File: src/rtl/mem_arbiter.sv
// Arbiter that gives the byte-serial memory controller to the instruction fetcher or the load/store buffer, one whole transaction at a time.
// Optional build macro STARVE_GUARD_EN adds a counter that forces a fetch grant after STARVE_MAX back-to-back LSB grants.
module mem_arbiter #(
  parameter int ADDR_W     = 32,
  parameter int STARVE_MAX = 4
) (
  input  logic              clk,
  input  logic              rst,
  input  logic              rdy,
  input  logic              iIO_buffer_full,
  input  logic              iCLR,
  input  logic              iINF_req,
  input  logic [ADDR_W-1:0] iINF_addr,
  output logic              oINF_done,
  output logic [31:0]       oINF_inst,
  input  logic              iLS_req,
  input  logic              iLS_st,
  input  logic [2:0]        iLS_len,
  input  logic [ADDR_W-1:0] iLS_addr,
  input  logic [31:0]       iLS_dt,
  output logic              oLS_done,
  output logic [31:0]       oLS_dt,
  output logic              oMC_en,
  output logic              oMC_st,
  output logic [2:0]        oMC_len,
  output logic [ADDR_W-1:0] oMC_addr,
  output logic [31:0]       oMC_dt,
  input  logic              iMC_done,
  input  logic [31:0]       iMC_dt,
  output logic [1:0]        dbg_state
);

  typedef enum logic [1:0] {
    IDLE     = 2'd0,
    BUSY_INF = 2'd1,
    BUSY_LS  = 2'd2,
    DRAIN    = 2'd3
  } state_t;

  state_t      state, state_n;
  logic        grant_ls, grant_inf;
  logic        inf_done_n, ls_done_n, mc_en_n;
  logic        can_grant, force_inf;
  logic [31:0] load_data;

  assign dbg_state = state;

  // No grant while a done pulse is out: the finishing requester still holds its req that cycle.
  assign can_grant = !iIO_buffer_full && !iCLR && !oINF_done && !oLS_done;

`ifdef STARVE_GUARD_EN
  localparam int CW = $clog2(STARVE_MAX + 1);
  logic [CW-1:0] starve_cnt;

  assign force_inf = (starve_cnt == CW'(STARVE_MAX)) && iINF_req;

  always_ff @(posedge clk) begin
    if (rst) begin
      starve_cnt <= '0;
    end else if (rdy) begin
      if (grant_inf) begin
        starve_cnt <= '0;
      end else if (grant_ls) begin
        if (!iINF_req)
          starve_cnt <= '0;
        else if (starve_cnt != CW'(STARVE_MAX))
          starve_cnt <= starve_cnt + CW'(1);
      end
    end
  end
`else
  // Guard disabled: the comparison is constant false, strict LSB priority remains.
  assign force_inf = (STARVE_MAX < 0);
`endif

  always_comb begin
    state_n    = state;
    grant_ls   = 1'b0;
    grant_inf  = 1'b0;
    inf_done_n = 1'b0;
    ls_done_n  = 1'b0;
    mc_en_n    = oMC_en;
    case (state)
      IDLE: begin
        if (can_grant) begin
          if (iLS_req && !force_inf) begin
            grant_ls = 1'b1;
            state_n  = BUSY_LS;
            mc_en_n  = 1'b1;
          end else if (iINF_req) begin
            grant_inf = 1'b1;
            state_n   = BUSY_INF;
            mc_en_n   = 1'b1;
          end
        end
      end
      BUSY_INF: begin
        if (iMC_done) begin
          state_n    = IDLE;
          mc_en_n    = 1'b0;
          inf_done_n = !iCLR;
        end else if (iCLR) begin
          state_n = DRAIN;
        end
      end
      BUSY_LS: begin
        // A store always reports completion; a load is dropped by a clear.
        if (iMC_done) begin
          state_n   = IDLE;
          mc_en_n   = 1'b0;
          ls_done_n = oMC_st || !iCLR;
        end else if (iCLR && !oMC_st) begin
          state_n = DRAIN;
        end
      end
      DRAIN: begin
        if (iMC_done) begin
          state_n = IDLE;
          mc_en_n = 1'b0;
        end
      end
      default: state_n = IDLE;
    endcase
  end

  always_comb begin
    load_data = iMC_dt;
    case (oMC_len)
      3'd1:    load_data = {24'b0, iMC_dt[7:0]};
      3'd2:    load_data = {16'b0, iMC_dt[15:0]};
      default: load_data = iMC_dt;
    endcase
  end

  always_ff @(posedge clk) begin
    if (rst)
      state <= IDLE;
    else if (rdy)
      state <= state_n;
  end

  always_ff @(posedge clk) begin
    if (rst) begin
      oMC_en    <= 1'b0;
      oMC_st    <= 1'b0;
      oMC_len   <= 3'd0;
      oMC_addr  <= '0;
      oMC_dt    <= 32'd0;
      oINF_done <= 1'b0;
      oINF_inst <= 32'd0;
      oLS_done  <= 1'b0;
      oLS_dt    <= 32'd0;
    end else if (rdy) begin
      oMC_en    <= mc_en_n;
      oINF_done <= inf_done_n;
      oLS_done  <= ls_done_n;
      if (grant_ls) begin
        oMC_st   <= iLS_st;
        oMC_len  <= iLS_len;
        oMC_addr <= iLS_addr;
        oMC_dt   <= iLS_dt;
      end else if (grant_inf) begin
        oMC_st   <= 1'b0;
        oMC_len  <= 3'd4;
        oMC_addr <= iINF_addr;
        oMC_dt   <= 32'd0;
      end
      if (inf_done_n)
        oINF_inst <= iMC_dt;
      if (ls_done_n)
        oLS_dt <= oMC_st ? 32'd0 : load_data;
    end
  end

endmodule

File: config.mk
export PLATFORM = sky130hd
export DESIGN_NAME = mem_arbiter
export DESIGN_NICKNAME = d
export VERILOG_FILES = /design/src/rtl/mem_arbiter.sv
export SDC_FILE = /design/constraint.sdc
export NUM_CORES = 1
export LEC_CHECK = 0
export ABC_AREA = 1
export CAP_MARGIN = 20
export CORE_MARGIN = 5
export CORE_UTILIZATION = 35
export DETAILED_ROUTE_END_ITERATION = 8
export MAX_ROUTING_LAYER = met4
export PLACE_DENSITY = 0.73
export SLEW_MARGIN = 10
export SYNTH_ARGS = -nofsm -noshare
export SYNTH_HDL_FRONTEND = slang
export SYNTH_SLANG_ARGS = --single-unit
File: constraint.sdc
create_clock -name clk -period 1.6 [get_ports clk]
set_input_delay 0.32 -clock clk [delete_from_list [all_inputs] [get_ports clk]]
set_output_delay 0.32 -clock clk [all_outputs]
set_load 0.01 [all_outputs]
* After elaboration in Yosys (flattened, before gate mapping)
Index checks and enable logic that the tools add are counted.
** Operators by class
- Mux-type cells :: 35
- Reduce and logical (&&, ||, !) cells :: 18
- Equal/unequal tests :: 11
** Operator list (count)
- 32-bit two-way mux :: 5
- 32-bit case mux with 2 select lines :: 1
- 1-bit two-way mux :: 17
- 2-bit two-way mux :: 8
- 3-bit != test (second input constant) :: 3
- 2-bit case mux with 4 select lines :: 1
- 3-bit two-way mux :: 2
- 2-bit AND reduction :: 3
- 6-bit AND reduction :: 1
- 1-bit zero test :: 5
- 2-bit equality test (second input constant) :: 2
- 1-bit logical AND :: 4
- 2-bit != test (second input constant) :: 2
- 4-bit AND reduction :: 1
- 3-bit by 1-bit equality test with 1-bit output (second input constant) :: 1
- 3-bit by 2-bit equality test with 1-bit output (second input constant) :: 1
- 3-bit OR reduction :: 1
- 2-bit by 1-bit equality test with 1-bit output (second input constant) :: 1
- 2-bit zero test :: 1
- 2-bit by 1-bit != test with 1-bit output (second input constant) :: 1
- 1-bit case mux with 2 select lines :: 1
- 2-bit nonzero test :: 1
- 1-bit logical OR :: 1
** Word-level totals
- Bits in registers :: 137
- Output and inout port bits :: 137

* Depth between registers and ports, before layout
- Depth in word-level cells :: 8
- Depth in mapped cells :: 10
- Depth with buffers taken out :: 8

* Worst setup path after synthesis
Ideal clock, no wire load.
- Path type :: register -> register
- From :: register state[0], in the netlist dbg_state[0]
- To :: register oMC_addr[0]
- Cell stages (with the launch flop) :: 10
- Buffers on the path :: 2
- Required time :: 1.486 ns
- Arrival time :: 1.568 ns
- Clock period less this slack :: 1.682 ns
- Path slack :: -0.082 ns
- Setup time :: 0.114 ns
- Path through :: dfxtp_1 > inv_1 > ha_1 > inv_2 > nor3_4 > nand2_1 > buf_2 > buf_2 > a21oi_1 > nor2_1
** On the way
- Longest elaborated chain between the ends :: 4
- Elaborated cells on any way between the ends :: 6
** Ends and longest elaborated chain
- from (decl) :: RTL line 40 : state_t state, state_n;
- from (signal assigned) :: RTL line 139 : state <= state_n;
- 2-bit zero test (*) :: RTL line 83 : case (state)
- 1-bit two-way mux :: RTL line 83
- 2-bit nonzero test (no source line)
- 2-bit AND reduction (no source line)
- to (signal assigned) :: RTL line 160 : oMC_addr <= iLS_addr;
- to (signal assigned) :: RTL line 165 : oMC_addr <= iINF_addr;
- to (decl) :: RTL line 26 : output logic [ADDR_W-1:0] oMC_addr,
Mark *: on every way between the ends. The rest lies on a longest branch, timed or not.
A chain may end at the register's enable or synchronous reset.

* Worst setup path after layout
- From :: register state[1], in the netlist dbg_state[1]
- To :: register oMC_addr[15]
The elaborated chain is that of the path after synthesis.

==> impl_metrics.env <==
export IMPL_first_iter_violations=291
export IMPL_start_util_pct=35.8
export IMPL_reg2reg_from="dbg_state[1]"
export IMPL_finClkSkew_ns=0.00621
export IMPL_timing_final_hold_violations=0
export IMPL_postCtsHoldBufs=0
export IMPL_maximum_number_of_pins_on_one_net_before_global_route_repair=54
export IMPL_final_antenna_net_count=0
export IMPL_io_buffer_count=276
export IMPL_place_congestion=0.820
export IMPL_cts_bufs_inserted=17
export IMPL_design_portCount=277
export IMPL_detailed_place_hpwl_microns=14100
export IMPL_status="complete, no violations"
export IMPL_yosys_most_used_dff="sky130_fd_sc_hd__dfxtp_1"
export IMPL_synth_fa_ha_area_share_pct=0.877
export IMPL_arrival_ns=1.83
export IMPL_initial_antenna_violation_count=0
export IMPL_synth_edf_count=0
export IMPL_cts_tree="done"
export IMPL_drt_wl_total_microns=19600
export IMPL_worst_slew_pin_transition_ns=0.612
export IMPL_crit_path_category="register to register"
export IMPL_drc=0
export IMPL_finalNetCount=1238
export IMPL_worst_skew_pair_late_latency_ns=0.42
export IMPL_worst_endpoint_required_ns=1.91
export IMPL_rsz0062_at_grt="true"
export IMPL_timing_critical_path_to_type="register"
export IMPL_worst_hold_start="rst"
export IMPL_final_core_utilization_pct=59.5
export IMPL_synthDistinctLibCells=20
export IMPL_yosysWarnings=0
export IMPL_vdd_ir_drop_max_mv=0.769
export IMPL_post_synth_top_area_cell="sky130_fd_sc_hd__dfxtp_1"
export IMPL_timing_reg2reg_setup_slack_ns=0.08
export IMPL_synthArstFlopShare_pct=0
export IMPL_synthesis_instances=811
export IMPL_main_combinational_cell_family_by_area_after_synthesis="simple AND/OR/NAND/NOR gates"
export IMPL_core_rowCount=46
export IMPL_fp_coreArea_sq_mm=0.0159
export IMPL_hold_path_class="input pin to register"
export IMPL_drive_above_1_share_pct=11.7
export IMPL_synthDominantCellAreaShare_pct=48.0
export IMPL_synth_xor_area_share_pct=0
export IMPL_syn_cell_area_sq_mm=0.00571
export IMPL_syn_avg_cell_area_sq_um=7.04
export IMPL_first_pass_grt_wire_length_microns=30000
export IMPL_grt_pass1_vias=5913
export IMPL_die_area_sq_mm=0.0190
export IMPL_seq_area_frac_synth_pct=48.0
export IMPL_r2r_end="oMC_addr[15]"
export IMPL_worst_hold_path_endpoint="oLS_done"
export IMPL_synth_compound_area_share_pct=12.7
export IMPL_setup_violations_final=0
export IMPL_seq_area_sq_mm=0.00275
export IMPL_synthTopCellsByCount="sky130_fd_sc_hd__nand2_1, sky130_fd_sc_hd__dfxtp_1, sky130_fd_sc_hd__a21oi_1, sky130_fd_sc_hd__nor2_1, sky130_fd_sc_hd__inv_1"
export IMPL_post_route_period_util_pct=94.8
export IMPL_max_clock_path_buffers=2
export IMPL_grt_use_total_pct=20.7
export IMPL_cts_max_level=4
export IMPL_clk_pin_slew_worst_setup_hold_paths_ns=0.06
export IMPL_synth_simple_gate_area_share_pct=29.4
export IMPL_layout_min_cycle_time_ns=1.52
export IMPL_placed_cells=1289
export IMPL_cts_sinks=137
export IMPL_yosysMostFrequentCell="sky130_fd_sc_hd__nand2_1"
export IMPL_setup_tns_ns=0
export IMPL_antennaDiodeCount=0
export IMPL_number_of_register_bits_inferred_by_synthesis=137
export IMPL_die_w_microns=138
export IMPL_synthToLayoutAreaGrowth_pct=66.2
export IMPL_post_drt_wl_per_cell_microns=14.9
export IMPL_count_of_tritonroute_iterations_in_the_first_routing_pass=4
export IMPL_cts_root_buf="sky130_fd_sc_hd__clkbuf_16"
export IMPL_multi_input_area_sq_mm=0.00252
export IMPL_viasPerCell=4.64
export IMPL_hold_depth=3
export IMPL_height_of_the_die_microns=138
export IMPL_largest_fanout_of_any_net_on_the_critical_path=13
export IMPL_p_total_uw=9350
export IMPL_critPathLaunchType="register"
export IMPL_vias=6131
export IMPL_final_cells=1322
export IMPL_timing_max_transition_violations_final=0
export IMPL_synth_area_mux_share_pct=0
export IMPL_maxClockFrequency_ghz=0.659
export IMPL_netlist_top_cells_area="sky130_fd_sc_hd__dfxtp_1, sky130_fd_sc_hd__nand2_1, sky130_fd_sc_hd__a21oi_1, sky130_fd_sc_hd__nor2_1, sky130_fd_sc_hd__nand3_1"
export IMPL_grt_overflow=0
export IMPL_syn_nets=955
export IMPL_timing_slew_headroom_pct=59.2
export IMPL_cellPowerDensity_mw_per_mm2=985
export IMPL_static_leakage_power_uw=0.00455
export IMPL_filler_cell_count=1557
export IMPL_reg2regPathDepth=8
export IMPL_timing_max_cap_violations=0
-- repair_timing --
item,4_1_cts,5_1_grt
setup endpoints to repair,139,64
cloned,0,1
resized for setup,139,16
pin swaps,0,6
setup buffers,0,1
-- metal layers --
layer | vias to the layer above | wire length [microns] | GRT usage (%)
met5 | - | 0 | -
met4 | 0 | 323 | 6.15
met3 | 27 | 1790 | 6.83
met2 | 218 | 9600 | 34.4
met1 | 2762 | 7930 | 23.9
li1 | 3124 | - | -
-- layout make-up --
| type | instances | share of cell area, % |
|---|---|---|
| flip-flops and latches | 137 | 28.9 |
| multi-input cells | 543 | 26.6 |
| inverters | 79 | 3.15 |
| clock buffers | 21 | 4.96 |
| well taps | 216 | 2.85 |
| repair buffers | 316 | 31.8 |
| clock inverters | 10 | 1.74 |
-- cells by family after synthesis --
logic type                 after synthesis
DFF                                    137
adders and majority gates                4
and+or+nand+nor                        395
AOI/OAI and AO/OA                      144
buffers and inverters                  131
-- power breakdown --
group / internal, uW / total [uW] / switching (uW)
combinational: 797 / 1520 / 722
clock: 2730 / 4250 / 1510
sequential: 3530 / 3580 / 55.5
-- worst max-delay path: stages, from the launching register on --
cell	delay [ns]
sky130_fd_sc_hd__dfxtp_2	0.32
sky130_fd_sc_hd__inv_2	0.07
sky130_fd_sc_hd__ha_4	0.17
sky130_fd_sc_hd__inv_4	0.05
sky130_fd_sc_hd__nor3_4	0.25
sky130_fd_sc_hd__nand2_4	0.14
sky130_fd_sc_hd__buf_4	0.21
sky130_fd_sc_hd__a21oi_1	0.14
sky130_fd_sc_hd__nor2_1	0.05
-- cell usage in the layout (no fill, tap or decap) --
master                            instances
sky130_fd_sc_hd__a21boi_0                 1
sky130_fd_sc_hd__a21oi_1                 98
sky130_fd_sc_hd__a21oi_2                  9
sky130_fd_sc_hd__buf_12                   9
sky130_fd_sc_hd__buf_2                    1
sky130_fd_sc_hd__buf_4                   29
sky130_fd_sc_hd__buf_6                    1
sky130_fd_sc_hd__bufinv_16                4
sky130_fd_sc_hd__clkbuf_1                 1
sky130_fd_sc_hd__clkbuf_16               18
sky130_fd_sc_hd__clkbuf_8                 3
sky130_fd_sc_hd__clkdlybuf4s50_1        138
sky130_fd_sc_hd__clkinv_2                 2
sky130_fd_sc_hd__clkinv_4                 2
sky130_fd_sc_hd__dfxtp_1                135
sky130_fd_sc_hd__dfxtp_2                  2
sky130_fd_sc_hd__dlygate4sd2_1          137
sky130_fd_sc_hd__ha_1                     3
sky130_fd_sc_hd__ha_4                     1
sky130_fd_sc_hd__inv_1                   74
sky130_fd_sc_hd__inv_2                    4
sky130_fd_sc_hd__inv_4                    1
sky130_fd_sc_hd__inv_6                    2
sky130_fd_sc_hd__nand2_1                173
sky130_fd_sc_hd__nand2_2                  6
sky130_fd_sc_hd__nand2_4                  1
sky130_fd_sc_hd__nand3_1                 68
sky130_fd_sc_hd__nand3b_1                 1
sky130_fd_sc_hd__nand4_1                  4
sky130_fd_sc_hd__nor2_1                 107
sky130_fd_sc_hd__nor2_2                   1
sky130_fd_sc_hd__nor3_1                   1
sky130_fd_sc_hd__nor3_4                   1
sky130_fd_sc_hd__o21ai_0                 36
sky130_fd_sc_hd__or2_2                   32
-- state kept, by name, indices dropped and copies added (netlist names) --
signal,count
oMC_dt,32
oMC_addr,32
oLS_done,1
oMC_en,1
oINF_done,1
oMC_st,1
dbg_state,2
oMC_len,3
oLS_dt,32
oINF_inst,32
-- metrics by stage --
stage	hold slack (ns)	worst slack [ns]	instance area [sq um]
detailed placement	0.452	-0.275	8940
floorplan	0.460	0.0265	5730
global placement	0.447	-0.260	8940
global route	0.311	-0.0340	9490
finish	0.313	0.0827	9490
CTS	0.283	0.0169	9410
-- worst max path at each step --
stage	end	slack, ns	start	cells past startpoint
6_report	oMC_addr[15]	0.08	dbg_state[1]	8
5_1_grt	oMC_addr[3]	-0.03	dbg_state[1]	9
4_1_cts	oMC_dt[23]	0.02	dbg_state[1]	8
3_5_place_dp	oMC_dt[19]	-0.28	rdy	7
3_3_place_gp	oMC_dt[25]	-0.26	rdy	7
2_1_floorplan	oMC_addr[0]	0.03	dbg_state[1]	9
Power figures use the tool's default switching activity.
